File: src/rtl/ctrl_pkg.sv
// ctrl_pkg: opcodes, control-word layout and field encodings shared by the control pipeline
package ctrl_pkg;

    localparam logic [6:0] OPC_LUI       = 7'b0110111;
    localparam logic [6:0] OPC_AUIPC     = 7'b0010111;
    localparam logic [6:0] OPC_JAL       = 7'b1101111;
    localparam logic [6:0] OPC_JALR      = 7'b1100111;
    localparam logic [6:0] OPC_BRANCH    = 7'b1100011;
    localparam logic [6:0] OPC_LOAD      = 7'b0000011;
    localparam logic [6:0] OPC_STORE     = 7'b0100011;
    localparam logic [6:0] OPC_ARI_ITYPE = 7'b0010011;
    localparam logic [6:0] OPC_ARI_RTYPE = 7'b0110011;
    localparam logic [6:0] OPC_CSR       = 7'b1110011;

    localparam int CW = 13;

    localparam int F_REG_WRITE  = 0;
    localparam int F_ALU_SRC_A  = 1;
    localparam int F_ALU_SRC_B  = 3;
    localparam int F_MEM_WRITE  = 5;
    localparam int F_MEM_READ   = 6;
    localparam int F_MEM_TO_REG = 7;
    localparam int F_PC_SRC     = 8;
    localparam int F_ALU_OP     = 10;
    localparam int F_CSR_WE     = 12;

    localparam logic [1:0] SRC_A_RS1  = 2'b00;
    localparam logic [1:0] SRC_A_ZERO = 2'b01;
    localparam logic [1:0] SRC_A_PC   = 2'b10;

    localparam logic [1:0] SRC_B_RS2  = 2'b00;
    localparam logic [1:0] SRC_B_IMM  = 2'b01;
    localparam logic [1:0] SRC_B_FOUR = 2'b10;

    localparam logic [1:0] PC_SEQ    = 2'b00;
    localparam logic [1:0] PC_BRANCH = 2'b01;
    localparam logic [1:0] PC_JAL    = 2'b10;
    localparam logic [1:0] PC_JALR   = 2'b11;

    localparam logic [1:0] ALU_ADD    = 2'b00;
    localparam logic [1:0] ALU_BRANCH = 2'b01;
    localparam logic [1:0] ALU_RTYPE  = 2'b10;
    localparam logic [1:0] ALU_ITYPE  = 2'b11;

    // Packed MSB-first, so reg_write lands on bit 0 of the control word
    typedef struct packed {
        logic       csr_we;
        logic [1:0] alu_op;
        logic [1:0] pc_src;
        logic       mem_to_reg;
        logic       mem_read;
        logic       mem_write;
        logic [1:0] alu_src_b;
        logic [1:0] alu_src_a;
        logic       reg_write;
    } ctrl_word_t;

endpackage

File: src/rtl/ctrl_decode.sv
// ctrl_decode: combinational opcode/rd to control word, register-use flags and illegal flag (CSR opcode legal only with CTRL_PIPE_CSR_EN)
module ctrl_decode
    import ctrl_pkg::*;
#(
    parameter int RD_W = 5
) (
    input  logic [6:0]      opcode,
    input  logic [RD_W-1:0] rd,
    output logic [CW-1:0]   ctrl,
    output logic            uses_rs1,
    output logic            uses_rs2,
    output logic            illegal
);

    ctrl_word_t cw;
    logic       wr;

    // Per-opcode field table; writes to x0 are suppressed after the lookup
    always_comb begin
        cw       = '0;
        wr       = 1'b0;
        uses_rs1 = 1'b0;
        uses_rs2 = 1'b0;
        illegal  = 1'b0;
        case (opcode)
            OPC_LUI: begin
                wr = 1'b1;
                cw.alu_src_a = SRC_A_ZERO;
                cw.alu_src_b = SRC_B_IMM;
            end
            OPC_AUIPC: begin
                wr = 1'b1;
                cw.alu_src_a = SRC_A_PC;
                cw.alu_src_b = SRC_B_IMM;
            end
            OPC_JAL: begin
                wr = 1'b1;
                cw.alu_src_a = SRC_A_PC;
                cw.alu_src_b = SRC_B_FOUR;
                cw.pc_src    = PC_JAL;
            end
            OPC_JALR: begin
                wr = 1'b1;
                uses_rs1 = 1'b1;
                cw.alu_src_a = SRC_A_PC;
                cw.alu_src_b = SRC_B_FOUR;
                cw.pc_src    = PC_JALR;
            end
            OPC_BRANCH: begin
                uses_rs1 = 1'b1;
                uses_rs2 = 1'b1;
                cw.pc_src = PC_BRANCH;
                cw.alu_op = ALU_BRANCH;
            end
            OPC_LOAD: begin
                wr = 1'b1;
                uses_rs1 = 1'b1;
                cw.alu_src_b  = SRC_B_IMM;
                cw.mem_read   = 1'b1;
                cw.mem_to_reg = 1'b1;
            end
            OPC_STORE: begin
                uses_rs1 = 1'b1;
                uses_rs2 = 1'b1;
                cw.alu_src_b = SRC_B_IMM;
                cw.mem_write = 1'b1;
            end
            OPC_ARI_ITYPE: begin
                wr = 1'b1;
                uses_rs1 = 1'b1;
                cw.alu_src_b = SRC_B_IMM;
                cw.alu_op    = ALU_ITYPE;
            end
            OPC_ARI_RTYPE: begin
                wr = 1'b1;
                uses_rs1 = 1'b1;
                uses_rs2 = 1'b1;
                cw.alu_op = ALU_RTYPE;
            end
`ifdef CTRL_PIPE_CSR_EN
            OPC_CSR: begin
                wr = 1'b1;
                uses_rs1 = 1'b1;
                cw.alu_src_b = SRC_B_IMM;
                cw.csr_we    = 1'b1;
            end
`endif
            default: illegal = 1'b1;
        endcase
        cw.reg_write = wr & (rd != '0);
    end

    assign ctrl = cw;

endmodule

File: src/rtl/ctrl_pipe.sv
// ctrl_pipe: RV32I decode control word carried through STAGES registers with load-use stall, flush and memory freeze (CSR decode via CTRL_PIPE_CSR_EN)
module ctrl_pipe
    import ctrl_pkg::*;
#(
    parameter int STAGES = 3,
    parameter int RD_W   = 5
) (
    input  logic                   clk,
    input  logic                   rst_n,
    input  logic                   dec_valid,
    input  logic [6:0]             dec_opcode,
    input  logic [RD_W-1:0]        dec_rd,
    input  logic [RD_W-1:0]        dec_rs1,
    input  logic [RD_W-1:0]        dec_rs2,
    output logic                   dec_ready,
    output logic                   dec_illegal,
    input  logic                   flush,
    input  logic                   mem_ready,
    output logic                   stall,
    output logic [STAGES-1:0]      pipe_valid,
    output logic [STAGES*CW-1:0]   pipe_ctrl,
    output logic [STAGES*RD_W-1:0] pipe_rd
);

    logic [CW-1:0]   dec_ctrl;
    logic            uses_rs1;
    logic            uses_rs2;
    logic            illegal;
    logic            take;
    logic [STAGES-1:0] vld;
    logic [CW-1:0]   ctl [STAGES];
    logic [RD_W-1:0] rdq [STAGES];

    ctrl_decode #(.RD_W(RD_W)) u_decode (
        .opcode   (dec_opcode),
        .rd       (dec_rd),
        .ctrl     (dec_ctrl),
        .uses_rs1 (uses_rs1),
        .uses_rs2 (uses_rs2),
        .illegal  (illegal)
    );

    assign dec_illegal = dec_valid & illegal;
    assign stall = dec_valid & vld[0] & ctl[0][F_MEM_READ] & (rdq[0] != '0) &
                   ((uses_rs1 & (rdq[0] == dec_rs1)) | (uses_rs2 & (rdq[0] == dec_rs2)));
    assign take      = dec_valid & ~flush & ~stall;
    assign dec_ready = rst_n & mem_ready & dec_valid & (flush | ~stall);

    // Shift the control pipe on every advance cycle; stage 0 gets the decoded word or a zero bubble
    always_ff @(posedge clk) begin
        if (!rst_n) begin
            vld <= '0;
            for (int i = 0; i < STAGES; i++) begin
                ctl[i] <= '0;
                rdq[i] <= '0;
            end
        end else if (mem_ready) begin
            vld    <= {vld[STAGES-2:0], take};
            ctl[0] <= take ? dec_ctrl : '0;
            rdq[0] <= take ? dec_rd : '0;
            for (int i = 1; i < STAGES; i++) begin
                ctl[i] <= ctl[i-1];
                rdq[i] <= rdq[i-1];
            end
        end
    end

    assign pipe_valid = vld;

    for (genvar g = 0; g < STAGES; g++) begin : g_out
        assign pipe_ctrl[CW*g +: CW]     = ctl[g];
        assign pipe_rd[RD_W*g +: RD_W]   = rdq[g];
    end

endmodule

File: config.mk
export PLATFORM = sky130hd
export DESIGN_NAME = ctrl_pipe
export DESIGN_NICKNAME = d
export VERILOG_FILES = /design/src/rtl/ctrl_pkg.sv /design/src/rtl/ctrl_decode.sv /design/src/rtl/ctrl_pipe.sv
export SDC_FILE = /design/constraint.sdc
export NUM_CORES = 1
export LEC_CHECK = 0
export CAP_MARGIN = 10
export CORE_ASPECT_RATIO = 0.9
export CORE_UTILIZATION = 44
export CTS_BUF_LIST = sky130_fd_sc_hd__clkbuf_8 sky130_fd_sc_hd__clkbuf_16
export DETAILED_ROUTE_END_ITERATION = 10
export PLACE_DENSITY = 0.8
export SLEW_MARGIN = 0
export SYNTH_ARGS = -nofsm -noshare
export SYNTH_HDL_FRONTEND = slang
export SYNTH_SLANG_ARGS = --single-unit
export TNS_END_PERCENT = 5
File: constraint.sdc
create_clock -name clk -period 2.9 [get_ports clk]
set_input_delay 0.58 -clock clk [delete_from_list [all_inputs] [get_ports clk]]
set_output_delay 0.58 -clock clk [all_outputs]
set_load 0.05 [all_outputs]
# Word-level counts from Yosys, hierarchy flattened
# Memories as Yosys holds them, arrays and structs flattened.
# Index checks and enable logic that the tools add are counted.
# word_totals
reg_bits	3
latch_bits	0
ramBits	54
mem_bits_ro	0
in_bits	27
out_inout_bits	60
wordCells	68
n_memories	2
# classes
add_sub_neg	0
multipliers	0
n_div	0
order_cmp	0
n_eq_ne	11
shift	0
muxes	22
n_bitwise	23
n_reduce_logical	9
# memory_table
memory	words	width	read_ports	rd_ports_with_merged_regs	write_ports	line_no	text
ctl	3	13	3	0	3	ctrl_pipe.sv:31	logic [CW-1:0] ctl [STAGES];
rdq	3	5	3	0	3	ctrl_pipe.sv:32	logic [RD_W-1:0] rdq [STAGES];
# op_table
cell	count
$mux W13	3
$eq A7 B6 Y1 const B	3
$eq A7 B7 Y1 const B	3
$mux W5	4
$eq A7 B5 Y1 const B	2
$and A1 B1 Y1	13
$mux W12	1
$pmux W2 S3	2
$eq A5 B5 Y1	2
$reduce_bool A5 Y1	2
$mux W1	9
$reduce_or A9 Y1	1
$or A1 B1 Y1	8
$pmux W2 S2	2
$eq A7 B2 Y1 const B	1
$reduce_or A7 Y1	1
$reduce_or A3 Y1	2
$reduce_or A6 Y1	1
$reduce_or A5 Y1	1
$mux W2	1
$not A1 Y1	2
$reduce_or A2 Y1	1

# Longest topological paths before layout
# depth
ltp_word	10
mapped_depth	6
depth_no_buf	5

# By module
# A second synthesis with hierarchy kept.
# unflattened
hier_cells	212
hier_area_um2	2591.2
# modules_own_cells
mod	instances	cells_per_inst	area_each_um2	seq_area_each_um2
ctrl_pipe	1	176	2369.8	1681.6
ctrl_decode	1	36	221.5	0.0

# Worst setup path before layout
# No wires, ideal clock.
# synth_timing
kind	reg-to-output
start	memory rdq[0][1]
end	output port dec_ready
arrival_time_ns	2.493
t_required_ns	2.320
path_slack_ns	-0.173
stages_incl_launch_ff	5
n_path_buf	0
path_cell_list	edfxtp_1 > or4_4 > o2111ai_4 > a21oi_4 > a21oi_1
# synth_rtl
item	line_no	text
start: declaration	ctrl_pipe.sv:32	
end: declaration	ctrl_pipe.sv:15	output logic dec_ready,

# Worst setup path after layout
# layout_timing
start	input port dec_opcode[3]
end	output port stall
# layout_between
elab_chain_cells	6
# layout_rtl
item	line_no	text
start: declaration	ctrl_pipe.sv:11	input logic [6:0] dec_opcode,
$eq A7 B6 Y1, or another cell as far along	ctrl_decode.sv:25	case (opcode)
$reduce_or A6 Y1 (no source line) / $reduce_or A3 Y1 (equally long branches)	--	
$mux W1	ctrl_decode.sv:25	
$and A1 B1 Y1	ctrl_pipe.sv:45	((uses_rs1 & (rdq[0] == dec_rs1)) | (uses_rs2 & (rdq[0] == dec_rs2)));
$or A1 B1 Y1 (*)	ctrl_pipe.sv:45	
$and A1 B1 Y1 (*)	ctrl_pipe.sv:44	assign stall = dec_valid & vld[0] & ctl[0][F_MEM_READ] & (rdq[0] != '0) &
end: declaration	ctrl_pipe.sv:19	output logic stall,
# Mark *: on every way between the ends. The rest lies on a longest branch, timed or not.

==> qor.txt <==
======================================================================================
Status .................................................................. finished, final reports clean
Worst setup endpoint ....................................................        stall
Final worst path period share ...........................................        97.9%
Number of buffers inserted by port buffering ............................           83
Routed vias/inst ........................................................         5.12
Vias in the first global route ..........................................         1624
Startpoint of the worst-slack reg-to-reg timing path ....................    rdq[0][0]
Synth top area share ....................................................        61.8%
Netlist area before placement ...........................................  0.00233 mm2
Horiz. Die Dim ..........................................................      78.7 um
Global-route wire length before repair ..................................      7880 um
Clock tree root buffer cell .............................................     clkbuf_8
Instance count of the mapped netlist ....................................          178
Final-layout worst hold slack ...........................................       560 ps
Final Hold Fails ........................................................            0
Setup WS pre-CTS ........................................................     -69.7 ps
Total number of yosys warnings ..........................................            0
Max stage delay on crit path ............................................       560 ps
WL per Instance .........................................................      14.9 um
RePlAce Congestion ......................................................        0.863
Total Wirelength ........................................................      5050 um
Post-route clock skew ...................................................      4.11 ps
Max Fclk ................................................................    0.352 GHz
Share of final-layout standard cells stronger than drive strength 1 .....        15.3%
Placed wire-length estimate after detailed placement ....................      3710 um
CP Max Fanout ...........................................................            3
Floorplan core area .....................................................  0.00498 mm2
Initial Utilization .....................................................        46.8%
Proportion of synthesized chip area in sequential cells .................        64.4%
Die Height ..............................................................      71.1 um
Total iterations of the first detailed-routing run ......................            4
Depth of the critical timing path with buffers and inverters included ...            7
Critical path type ...................................................... primary input to output pin
Total Routing Usage GR ..................................................        18.8%
Number of antenna diodes ................................................            0
Maximum level of the CTS H-tree .........................................            2
Max-capacitance violation count .........................................            0
Largest area contributor in the netlist .................................     edfxtp_1
Area of placed instances ................................................  0.00332 mm2
Required time at the endpoint of the critical path ......................      2320 ps
Number of vias in the routed layout .....................................         1737
Number of DRC violations after detailed routing .........................            0
Switching power of the nets .............................................     0.502 mW
Startpoint kind of the worst setup timing path .......................... primary input
Largest net degree at the start of global routing .......................           36
Count of different cell masters after synthesis .........................           33
Congestion Overflow GR ..................................................            0
Initial detailed-routing violation count ................................          108
Max_slew headroom .......................................................        64.9%
Post-synthesis area per instance ........................................     13.1 um2
Cell at the slowest stage of the critical path ..........................        or4_4
Number of buffers inserted during clock tree synthesis ..................            5
Antenna violations before repair ........................................            0
Arrival time at the worst endpoint ......................................      2260 ps
Number of nets in the finished design ...................................          300
Final WS setup ..........................................................      62.0 ps
Share of synthesized registers carrying an async set or reset ...........           0%
Setup tns final .........................................................         0 ps
Clock Path Buffers ......................................................            2
Element type at the critical path end ...................................   output pin
CTS tree ................................................................         done
Kind of cell adding the most delay to the critical path ................. simple AND/OR/NAND/NOR gates
Leakage .................................................................      1.41 nW
Pins Over Slew Limit ....................................................            0
Commonest register cell after synthesis .................................     edfxtp_1
Capture instance of the worst register-to-register path .................   ctl[0][10]
Die Area ................................................................  0.00560 mm2
Internal power ..........................................................      1.27 mW
Sw Share ................................................................        28.4%
Buffers and inverters on the worst path .................................            3
Path depth of the worst reg2reg path ....................................            6
Post-layout min period ..................................................      2840 ps
Worst reg-to-reg setup slack ............................................       750 ps
Leading cell types by total area after synthesis ........................ edfxtp_1 62%, and3_1 8.6%, xor2_1 2.6%
Site Rows ...............................................................           24
Finished layout cell area ...............................................  0.00347 mm2
Number of synthesized flops with an enable pin ..........................           48
Antenna-violating nets left .............................................            0
Area growth from synthesis to layout ....................................        49.0%
Count of state elements after synthesis .................................           51
Part of the power in registers ..........................................        49.3%
Worst hold path type .................................................... register to register
Number of top-level design ports ........................................           87
Clock slew at the register clock pins of the worst setup and hold paths .        90 ps
Slew of the pin with the lowest slew margin .............................       525 ps
Source-to-sink clock delay at the later pin of the worst-skew pair ......       300 ps
Comb pwr share ..........................................................        22.0%
Peak ir drop on the vdd network .........................................   0.000357 V
Clock share of power ....................................................        28.7%
Number of failing setup endpoints in the final timing report ............            0
Power per standard cell area ............................................   509 mW/mm2
Startpoint of the most critical setup path .............................. dec_opcode[3]
Critical path cell sequence ............................................. clkdlybuf4s50_1 > nor2_2 > nand3_2 > or4_4 > a21oi_4 > buf_6 > buf_12
TritonCTS Sinks .........................................................           51
======================================================================================
-- cells in the mapped netlist (2+ instances only) --
cell type  count
a21oi_1        3
nor4_1         4
xor2_1         7
nor4b_1        2
and3_1        32
nand2b_1       3
mux2i_1        3
buf_4          6
clkbuf_1       8
edfxtp_1      48
nor3b_1        4
nand4_1        3
dfxtp_1        3
nand2_1       10
nor2_1         9
nor3_1         5
nor2b_1        3
xnor2_1        3
or3_1          2
nand3_1        2
inv_1          2
a2111oi_0      2
a21oi_4        2
o22ai_1        2
or4_4          2
-- power by group through the flow --
stage | combinational (mW) | clock, mW | sequential (mW)
2_1_floorplan | 0.0907 | 0 | 1.03
3_3_place_gp | 0.386 | 0 | 0.887
3_5_place_dp | 0.388 | 0 | 0.889
4_1_cts | 0.390 | 0.512 | 0.872
5_1_grt | 0.406 | 0.541 | 0.876
6_report | 0.390 | 0.508 | 0.871
-- layout make-up --
cell class              count  area (um2)
fillers                   394        1510
flip-flops and latches     51        1500
repair buffers            101         997
multi-input cells         112         769
clock buffers               6        82.6
well taps                  65        81.3
clock inverters             2        35.0
inverters                   2        7.51
-- cells in the final DEF, fill, tap and decap left out, types with 2 or more instances in the layout --
master	count
clkdlybuf4s50_1	76
edfxtp_1	48
and3_1	32
buf_4	17
nand2_1	10
nor2_1	8
xor2_1	7
clkbuf_8	6
nor3_1	5
nor4_1	4
xnor2_1	3
nand4_1	3
nor2b_1	3
nor3b_1	3
mux2i_1	3
conb_1	3
dlymetal6s2s_1	3
dfxtp_1	3
or4_4	2
nand2b_1	2
a21oi_4	2
inv_1	2
a21oi_1	2
nor4b_1	2
or3_1	2
o22ai_1	2
buf_6	2
buf_12	2
-- timing repair --
item	4_1_cts	5_1_grt
setup endpoints to repair	2	2
buffers inserted	1	0
gates resized for setup	4	6
hold buffers	0	0
pin swaps	3	2
-- tightest hold or removal path, cell delays in order (launching register included) --
cell     delay, ps
dfxtp_1        350
mux2i_1         80
nor2b_1         90
-- logic make-up (layout without fill, tap and decap cells) --
kind of cell           count (synthesis)  in the layout  synth area share [%]
XOR/XNOR                              10             10                  3.76
other                                  1              3                 0.161
flip-flops                            51             51                  64.4
multiplexers                           3              3                  1.29
AO/OA/AOI/OAI                         12             12                  5.15
buffers and inverters                 17            111                  4.02
AND/OR/NAND/NOR                       84             84                  21.2
-- stage by stage --
stage	utilization, %	power (mW)	instances
finish	69.7	1.77	339
detailed placement	66.6	1.28	330
global route	69.7	1.82	339
floorplan	-	1.12	180
global placement	66.6	1.27	330
CTS	69.4	1.77	339
-- registers in the layout, indices dropped and copies added, names as in the netlist --
name	flops
ctl	33
pipe_valid	3
rdq	15
-- metal layers --
metal  wire, um  track usage [%]
met2       2550             30.3
met5          0                0
met3        231             4.39
met4         66             6.17
met1       2200             25.1
-- worst min path at each step --
stage               endpoint  slack (ps)  cells past startpoint          start
2_1_floorplan  pipe_valid[0]         740                      2  pipe_valid[0]
3_3_place_gp   pipe_valid[2]         500                      2  pipe_valid[2]
3_5_place_dp   pipe_valid[2]         530                      2  pipe_valid[2]
4_1_cts        pipe_valid[2]         560                      2  pipe_valid[2]
5_1_grt        pipe_valid[1]         580                      2  pipe_valid[1]
6_report       pipe_valid[2]         560                      2  pipe_valid[2]
Note: power is estimated with default switching activity, not from simulation.
